--- src/rtl/ceu_dma_wr_arb_pkg.sv ---
// Shared definitions for the CEU DMA write-request arbiter: bus widths, DMA head
// field layout and the one-hot arbiter state encoding.
package ceu_dma_wr_arb_pkg;

  localparam int CEU_DATA_WIDTH     = 64;
  localparam int CEU_DMA_HEAD_WIDTH = 128;

  // DMA head layout: {rsvd[127:96], addr[95:32], rsvd[31:12], len[11:0]}
  localparam int DMA_HEAD_LEN_LSB  = 0;
  localparam int DMA_HEAD_LEN_W    = 12;
  localparam int DMA_HEAD_ADDR_LSB = 32;
  localparam int DMA_HEAD_ADDR_W   = 64;

  typedef enum logic [1:0] {
    ARB_IDLE = 2'b01,
    ARB_LOCK = 2'b10
  } arb_state_e;

endpackage

--- src/rtl/ceu_wr_skid.sv ---
// Generic 2-entry valid/ready register slice. Entry 0 drives the outputs directly
// from flops; entry 1 absorbs the beat that arrives while the output is stalled.
module ceu_wr_skid #(
  parameter int WIDTH = 8
) (
  input  logic             clk,
  input  logic             rst,
  input  logic             in_valid,
  input  logic [WIDTH-1:0] in_data,
  output logic             in_ready,
  output logic             out_valid,
  output logic [WIDTH-1:0] out_data,
  input  logic             out_ready
);

  logic [WIDTH-1:0] data0_reg;
  logic [WIDTH-1:0] data1_reg;
  logic             valid0_reg;
  logic             valid1_reg;
  logic             push;
  logic             pop;

  assign in_ready  = ~valid1_reg;
  assign push      = in_valid & ~valid1_reg;
  assign pop       = valid0_reg & out_ready;
  assign out_valid = valid0_reg;
  assign out_data  = data0_reg;

  always_ff @(posedge clk) begin
    if (rst) begin
      valid0_reg <= 1'b0;
      valid1_reg <= 1'b0;
      data0_reg  <= '0;
      data1_reg  <= '0;
    end else if (valid1_reg) begin
      // Full: input is blocked, so the only possible event is a pop.
      if (pop) begin
        data0_reg  <= data1_reg;
        valid1_reg <= 1'b0;
      end
    end else if (valid0_reg) begin
      if (push && pop) begin
        data0_reg <= in_data;
      end else if (push) begin
        data1_reg  <= in_data;
        valid1_reg <= 1'b1;
      end else if (pop) begin
        valid0_reg <= 1'b0;
      end
    end else if (push) begin
      data0_reg  <= in_data;
      valid0_reg <= 1'b1;
    end
  end

endmodule

--- src/rtl/ceu_dma_wr_arb.sv ---
// Packet-granular round-robin arbiter sharing the CEU DMA write-request channel
// among NUM_REQ outbox writers, with a registered skid stage toward the DMA engine.
module ceu_dma_wr_arb
  import ceu_dma_wr_arb_pkg::*;
#(
  parameter int NUM_REQ        = 3,
  parameter int DATA_WIDTH     = CEU_DATA_WIDTH,
  parameter int DMA_HEAD_WIDTH = CEU_DMA_HEAD_WIDTH
) (
  input  logic                              clk,
  input  logic                              rst,
  input  logic [NUM_REQ-1:0]                req_valid,
  input  logic [NUM_REQ-1:0]                req_last,
  input  logic [NUM_REQ*DATA_WIDTH-1:0]     req_data,
  input  logic [NUM_REQ*DMA_HEAD_WIDTH-1:0] req_head,
  output logic [NUM_REQ-1:0]                req_ready,
  output logic                              dma_wr_req_valid,
  output logic                              dma_wr_req_last,
  output logic [DATA_WIDTH-1:0]             dma_wr_req_data,
  output logic [DMA_HEAD_WIDTH-1:0]         dma_wr_req_head,
  input  logic                              dma_wr_req_ready,
  output logic                              busy,
  output logic [$clog2(NUM_REQ)-1:0]        grant_id
);

  localparam int ID_W   = $clog2(NUM_REQ);
  localparam int SUM_W  = ID_W + 1;
  localparam int SKID_W = DATA_WIDTH + DMA_HEAD_WIDTH + 1;

  arb_state_e state_reg, state_next;
  logic [ID_W-1:0] grant_reg, grant_next;
  logic [ID_W-1:0] rr_ptr_reg, rr_ptr_next;

  logic [NUM_REQ-1:0]        rot_valid;
  logic [ID_W-1:0]           rot_idx  [NUM_REQ];
  logic [DATA_WIDTH-1:0]     data_arr [NUM_REQ];
  logic [DMA_HEAD_WIDTH-1:0] head_arr [NUM_REQ];

  logic            pick_any;
  logic [ID_W-1:0] pick_id;
  logic            sel_valid;
  logic            sel_last;
  logic            beat_accept;
  logic            skid_in_ready;
  logic            skid_out_valid;
  logic [SKID_W-1:0] skid_in_data;
  logic [SKID_W-1:0] skid_out_data;

  // Position gi of the rotated vector is requester (rr_ptr + gi) mod NUM_REQ.
  generate
    for (genvar gi = 0; gi < NUM_REQ; gi++) begin : g_req
      logic [SUM_W-1:0] sum;
      assign sum          = SUM_W'(rr_ptr_reg) + SUM_W'(gi);
      assign rot_idx[gi]  = (sum >= SUM_W'(NUM_REQ)) ? ID_W'(sum - SUM_W'(NUM_REQ)) : ID_W'(sum);
      assign rot_valid[gi] = req_valid[rot_idx[gi]];
      assign data_arr[gi] = req_data[gi*DATA_WIDTH +: DATA_WIDTH];
      assign head_arr[gi] = req_head[gi*DMA_HEAD_WIDTH +: DMA_HEAD_WIDTH];
    end
  endgenerate

  // Lowest set position of the rotated vector is the first requester at or after rr_ptr.
  always_comb begin
    pick_any = 1'b0;
    pick_id  = rot_idx[0];
    for (int k = NUM_REQ - 1; k >= 0; k--) begin
      if (rot_valid[k]) begin
        pick_any = 1'b1;
        pick_id  = rot_idx[k];
      end
    end
  end

  assign sel_valid    = (state_reg == ARB_LOCK) & req_valid[grant_reg];
  assign sel_last     = req_last[grant_reg];
  assign beat_accept  = sel_valid & skid_in_ready;
  assign skid_in_data = {sel_last, head_arr[grant_reg], data_arr[grant_reg]};

  always_comb begin
    state_next  = state_reg;
    grant_next  = grant_reg;
    rr_ptr_next = rr_ptr_reg;
    req_ready   = '0;
    case (state_reg)
      ARB_IDLE: begin
        if (pick_any) begin
          grant_next = pick_id;
          state_next = ARB_LOCK;
        end
      end
      ARB_LOCK: begin
        req_ready[grant_reg] = skid_in_ready;
        if (beat_accept && sel_last) begin
          state_next  = ARB_IDLE;
          rr_ptr_next = (grant_reg == ID_W'(NUM_REQ - 1)) ? '0 : grant_reg + ID_W'(1);
        end
      end
      default: state_next = ARB_IDLE;
    endcase
  end

  always_ff @(posedge clk) begin
    if (rst) begin
      state_reg  <= ARB_IDLE;
      grant_reg  <= '0;
      rr_ptr_reg <= '0;
    end else begin
      state_reg  <= state_next;
      grant_reg  <= grant_next;
      rr_ptr_reg <= rr_ptr_next;
    end
  end

  ceu_wr_skid #(
    .WIDTH (SKID_W)
  ) u_skid (
    .clk       (clk),
    .rst       (rst),
    .in_valid  (sel_valid),
    .in_data   (skid_in_data),
    .in_ready  (skid_in_ready),
    .out_valid (skid_out_valid),
    .out_data  (skid_out_data),
    .out_ready (dma_wr_req_ready)
  );

  assign dma_wr_req_valid = skid_out_valid;
  assign dma_wr_req_data  = skid_out_data[DATA_WIDTH-1:0];
  assign dma_wr_req_head  = skid_out_data[DATA_WIDTH +: DMA_HEAD_WIDTH];
  assign dma_wr_req_last  = skid_out_data[SKID_W-1];
  assign busy             = (state_reg == ARB_LOCK) | skid_out_valid;
  assign grant_id         = grant_reg;

endmodule
--- config.mk ---
export PLATFORM = sky130hd
export DESIGN_NAME = ceu_dma_wr_arb
export DESIGN_NICKNAME = d
export VERILOG_FILES = /design/src/rtl/ceu_dma_wr_arb_pkg.sv /design/src/rtl/ceu_wr_skid.sv /design/src/rtl/ceu_dma_wr_arb.sv
export SDC_FILE = /design/constraint.sdc
export NUM_CORES = 1
export LEC_CHECK = 0
export ABC_AREA = 0
export CORE_AREA = 3 3 301 303
export DETAILED_ROUTE_END_ITERATION = 10
export DIE_AREA = 0 0 304 306
export PLACE_DENSITY_LB_ADDON = 0.2
export SLEW_MARGIN = 20
export SYNTH_ARGS = -nofsm -noshare
export SYNTH_HDL_FRONTEND = slang
export SYNTH_SLANG_ARGS = --single-unit
--- constraint.sdc ---
create_clock -name clk -period 5.2 [get_ports clk]
set_clock_uncertainty 0.1 [all_clocks]
set_input_delay 1.04 -clock clk [delete_from_list [all_inputs] [get_ports clk]]
set_output_delay 1.04 -clock clk [all_outputs]
set_load 0.02 [all_outputs]
After elaboration in Yosys (flattened, before gate mapping) --
Cells that the tools add are included. Widths: inputs -> output; s select.
Storage, ports and cells: memories 0, bits of input ports 585, logic and storage cells 91, RAM bits 0, bits in read-only memories 0, output and inout port bits 200, bits in registers 394, bits in latches 0
Operators by class: shifts and indexed selects 0, bitwise gates (word level) 8, equality and inequality tests 7, div/mod/pow operators 0, reduce and logical (&&, ||, !) cells 9, muxes and demuxes 45, add/sub/neg operators 6, order comparisons 9, multiply operators 0
Operator list (number):
- $mux 193 | 5
- $bmux 128 s2 | 1
- $mux 128 | 2
- $bmux 64 s2 | 1
- $mux 64 | 2
- $mux 2 | 9
- $mux 1 | 17
- $lt 2x3->1 const B | 4
- $bmux 1 s2 | 5
- $ge 3x2->1 const B | 2
- $reduce_and 2->1 | 3
- $sub 2x2->2 const B | 3
- $eq 2x2->1 const B | 2
- $ne 2x2->1 const B | 2
- $pmux 2 s2 | 1
- $reduce_and 4->1 | 1
- $add 2x1->3 const B | 1
- $add 2x2->3 const B | 1
- $and 1x1->1 | 3
- $and 3x3->3 | 1
- $ge 3x3->1 const B | 1
- $logic_and 1x1->1 | 3
- $mux 3 | 1
- $ne 3x3->1 const B | 1
- 11 further kinds | 12

Depth between registers and ports, before layout --
depth in word-level cells 10, gate-level depth with buffers 10, gate-level depth less buffers 7

By module --
Synthesis repeated with hierarchy kept, for this count alone.
Unflattened totals: cells, all modules 2610, area total of the unflattened synthesis 21459.3 µm²
Modules (own cells, without submodules):
- ceu_wr_skid | sequential area each 7767.4 µm², times used 1, cells an instance 1902, area each 17016.3 µm²
- ceu_dma_wr_arb | sequential area each 120.1 µm², times used 1, cells an instance 708, area each 4443.0 µm²

Worst setup path after synthesis --
Ideal clock, no wire load.
kind flip-flop to output port, start point register grant_reg[0], in the netlist grant_id[0], end point output req_ready[1], buffers on the path 3, required time 4060 ps, slack 2357 ps, arrival time 1703 ps, stages on the path, launching flop included 6, cell sequence dfxtp_1 -> buf_2 -> buf_2 -> buf_2 -> inv_1 -> nor3_1
On the way: cells in the longest elaborated chain, start to end 6, elaborated cells on any way between the ends 7, those cells by class order compare (2); mux (3); bitwise (1); reduce/logical (1)
RTL lines:
- from (decl) | line ceu_dma_wr_arb.sv:31 | logic [ID_W-1:0] grant_reg, grant_next;
- from (signal assigned) | line ceu_dma_wr_arb.sv:108 | grant_reg <= grant_next;
- $lt 2x3->1 (not written as such) or $ge 2x1->1 (tied branches) | line ceu_dma_wr_arb.sv:91 | req_ready[grant_reg] = skid_in_ready;
- $logic_and 1x1->1 (not written as such) | line ceu_dma_wr_arb.sv:91
- $mux 1 (not written as such) | line ceu_dma_wr_arb.sv:91
- $demux 1 s2 (*) | line ceu_dma_wr_arb.sv:91
- $and 3x3->3 (no source line) (*)
- $mux 3 (*) | line ceu_dma_wr_arb.sv:83 | case (state_reg)
- to (decl) | line ceu_dma_wr_arb.sv:16 | output logic [NUM_REQ-1:0] req_ready,
Every way passes the cells marked *; elsewhere a longest branch is shown, timed or not.

Worst setup path in the final report --
start point register u_skid.valid1_reg, end point output req_ready[1]
On the way: cells in the longest elaborated chain, start to end 3
RTL lines:
- from (decl) | line ceu_wr_skid.sv:19 | logic valid1_reg;
- from (signal assigned) | line ceu_wr_skid.sv:32 | valid1_reg <= 1'b0;
- from (signal assigned) | line ceu_wr_skid.sv:39 | valid1_reg <= 1'b0;
- from (signal assigned) | line ceu_wr_skid.sv:46 | valid1_reg <= 1'b1;
- $not 1->1 (no source line)
- $and 3x3->3 (no source line)
- $mux 3 | line ceu_dma_wr_arb.sv:83
Every way passes these cells.

==> impl_metrics.yaml <==
global_routing:
  grtUsageTotal_pct: 17.07
  grt_max_degree: 195
  grt_pass1_wl_um: 126200
  grt_overflow: 0
  grt_pass1_vias: 20104
  grt_antenna_before_repair: 2
final_layout:
  seq_area_um2: 7899
  final_cell_mix: "clkdlybuf4s50_1, dfxtp_1, o21ai_0"
  drive_above_1_share_pct: 8.712
  num-fill-cells: 9179
  fin_nets: 3677
  instances_no_fill: 4288
  finalInstanceArea_um2: 30890
  syn2layout_area_growth_pct: 49.77
  multiInputGateArea_um2: 11520
  final_common_cell: "clkdlybuf4s50_1"
flow_run:
  max_cap_viol_count: 0
detailed_routing:
  firstDrtPassIters: 5
  drc: 0
  first_iter_violations: 981
  wl_per_cell_um: 19.57
  vias_per_cell: 4.760
  vias: 20413
  ant_nets: 0
  finalWirelength_um: 83920
logic_synthesis:
  syn_area_um2: 20630
  ys_warn_count: 0
  yosysSeqAreaShare_pct: 38.24
  ys_ff_latch: 394
  synthDistinctLibCells: 37
  syn_nets: 3073
  synthCells: 2485
  synth_area_per_cell_um2: 8.300
placed_design:
  place.gp.congestion: 0.7835
  preCtsSetupSlack_ps: 1328
  place_hpwl_um: 59520
  place_inst: 4205
  placed_cell_area_um2: 29380
  port_buffers: 784
critical_path:
  crit_path_end_kind: "output pin"
  cp_max_fo: 90
  startpoint_type: "flop"
  reg2reg_slack_ps: 2070
  cp.arrival_ps: 2700
  crit_type: "reg2out"
  worstPathRequired_ps: 4060
floorplanning:
  initial_core_util_pct: 23.38
  dieArea_um2: 93020
  core_region_area_um2: 88240
  ioPinCount: 785
  die_w_um: 304
  dieHeight_um: 306
  num_rows: 109
timing:
  setup_viol: 0
  relSlewSlack_pct: 32.44
  drv_slew: 0
  maxClockFrequency_ghz: 0.2605
  layout_min_cycle_time_ps: 3838
  finalHoldViolations: 0
  post-route-period-util_pct: 73.82
  rsz0062_at_grt: "no"
  layout_setup_ws_ps: 1362
  tightestPinTransition_ps: 1013
  setup-tns-final_ps: 0
power_and_ir_drop:
  switching_share_pct: 27.81
  p_seq_share_pct: 37.9
  p_int_uw: 5928
  ir_drop_uv: 188.7
  p_clk_share_pct: 39.8
  p_sw_uw: 2283
  total_power_uw: 8211
  leakagePower_uw: 0.009821
  power_density_nw_per_um2: 265.8
  p_comb_share_pct: 22.3
clock_network:
  cts_resized: 0
  postCtsSetupBuffers: 0
  path_clk_slew_ps: 60
  clk_latency_ps: 560
  cts_tree: "built"
  clockBufferDepth: 3
  cts_sinks: 394
  htreeDepth: 2
  holdBufCountCts: 0
  cts_buffers: 47
  cts-root-buf: "clkbuf_16"
worst_hold_path:
  hp-class: "reg2reg"
outcome:
  outcome: "finished clean"
path summary, 6_finish.rpt:
| check | from | to | depth (start not counted) |
|---|---|---|---|
| max | u_skid.valid1_reg | req_ready[1] | 4 |
| min | u_skid.out_data[25] | u_skid.out_data[25] | 2 |
| max reg2reg | grant_id[1] | u_skid.out_data[8] | 6 |
| min reg2reg | u_skid.out_data[25] | u_skid.out_data[25] | 2 |
layout make-up:
cell class	count	share of cell area, %
Clock buffer	64	4.306
Timing Repair Buffer	837	27.44
Clock inverter	18	0.5833
Inverter	7	0.08506
Multi-Input combinational cell	1802	37.29
Antenna cell	1	0.008101
Tap cell	1165	4.719
Sequential cell	394	25.57
per-layer routing:
| metal | part of all wire (%) | track usage [%] |
|---|---|---|
| met3 | 5.7 | 4.200 |
| met5 | 0.014 | 0 |
| met1 | 44 | 21.49 |
| met4 | 2.6 | 4.598 |
| met2 | 48 | 29.09 |
power by group through the flow:
| stage | combinational [uW] | clock [uW] | sequential (uW) |
|---|---|---|---|
| after floorplan | 906 | 0 | 3230 |
| after global placement | 1850 | 0 | 3180 |
| after detailed placement | 1860 | 0 | 3180 |
| after CTS | 1860 | 3400 | 3120 |
| after global routing | 1980 | 3510 | 3120 |
| final | 1830 | 3270 | 3110 |
metrics by stage:
stage          hold slack (ps)  util, %
2_1_floorplan            356.3        -
4_1_cts                  371.4    35.01
3_3_place_gp             358.5    33.29
3_5_place_dp             363.1    33.29
5_1_grt                  387.0    35.01
6_report                 368.4    35.01
worst max-delay path: stages, from the launching register on:
cell and delay [ps]:
dfxtp_4 940, inv_1 320, nand2_1 160, nor3_1 70, clkdlybuf4s50_1 650
cell families after synthesis:
| kind of cell | share of synthesized area, % |
|---|---|
| DFF | 38.24 |
| AOI/OAI and AO/OA | 33.48 |
| and+or+nand+nor | 12.44 |
| buffers and inverters | 6.151 |
| muxes | 9.512 |
| adders and majority gates | 0.1820 |
cell usage after synthesis (all sizes together):
library cell,n,area (um2)
nor2,197,739.5
clkbuf,161,604.3
or2,2,12.51
and3,2,12.51
buf,121,638.1
o221a,1,11.26
a21bo,1,10.01
a21oi,204,1025
a2bb2oi,193,1690
o21ai,391,1957
a32oi,1,8.760
o211ai,1,7.510
ha,3,37.54
o22ai,2,12.51
a22oi,2,15.01
o2111ai,1,8.760
nor2b,5,31.28
o2bb2ai,2,36.29
or3,2,12.51
nand2b,3,18.77
o21a,1,7.510
nand2,200,750.7
and2,1,6.260
mux2i,196,1962
nor3,2,10.01
nand3,194,970.9
a221oi,1,8.760
a21o,2,15.01
a211oi,192,2092
inv,7,26.28
dfxtp,394,7888
No activity file was read; power rests on OpenSTA's default activity.
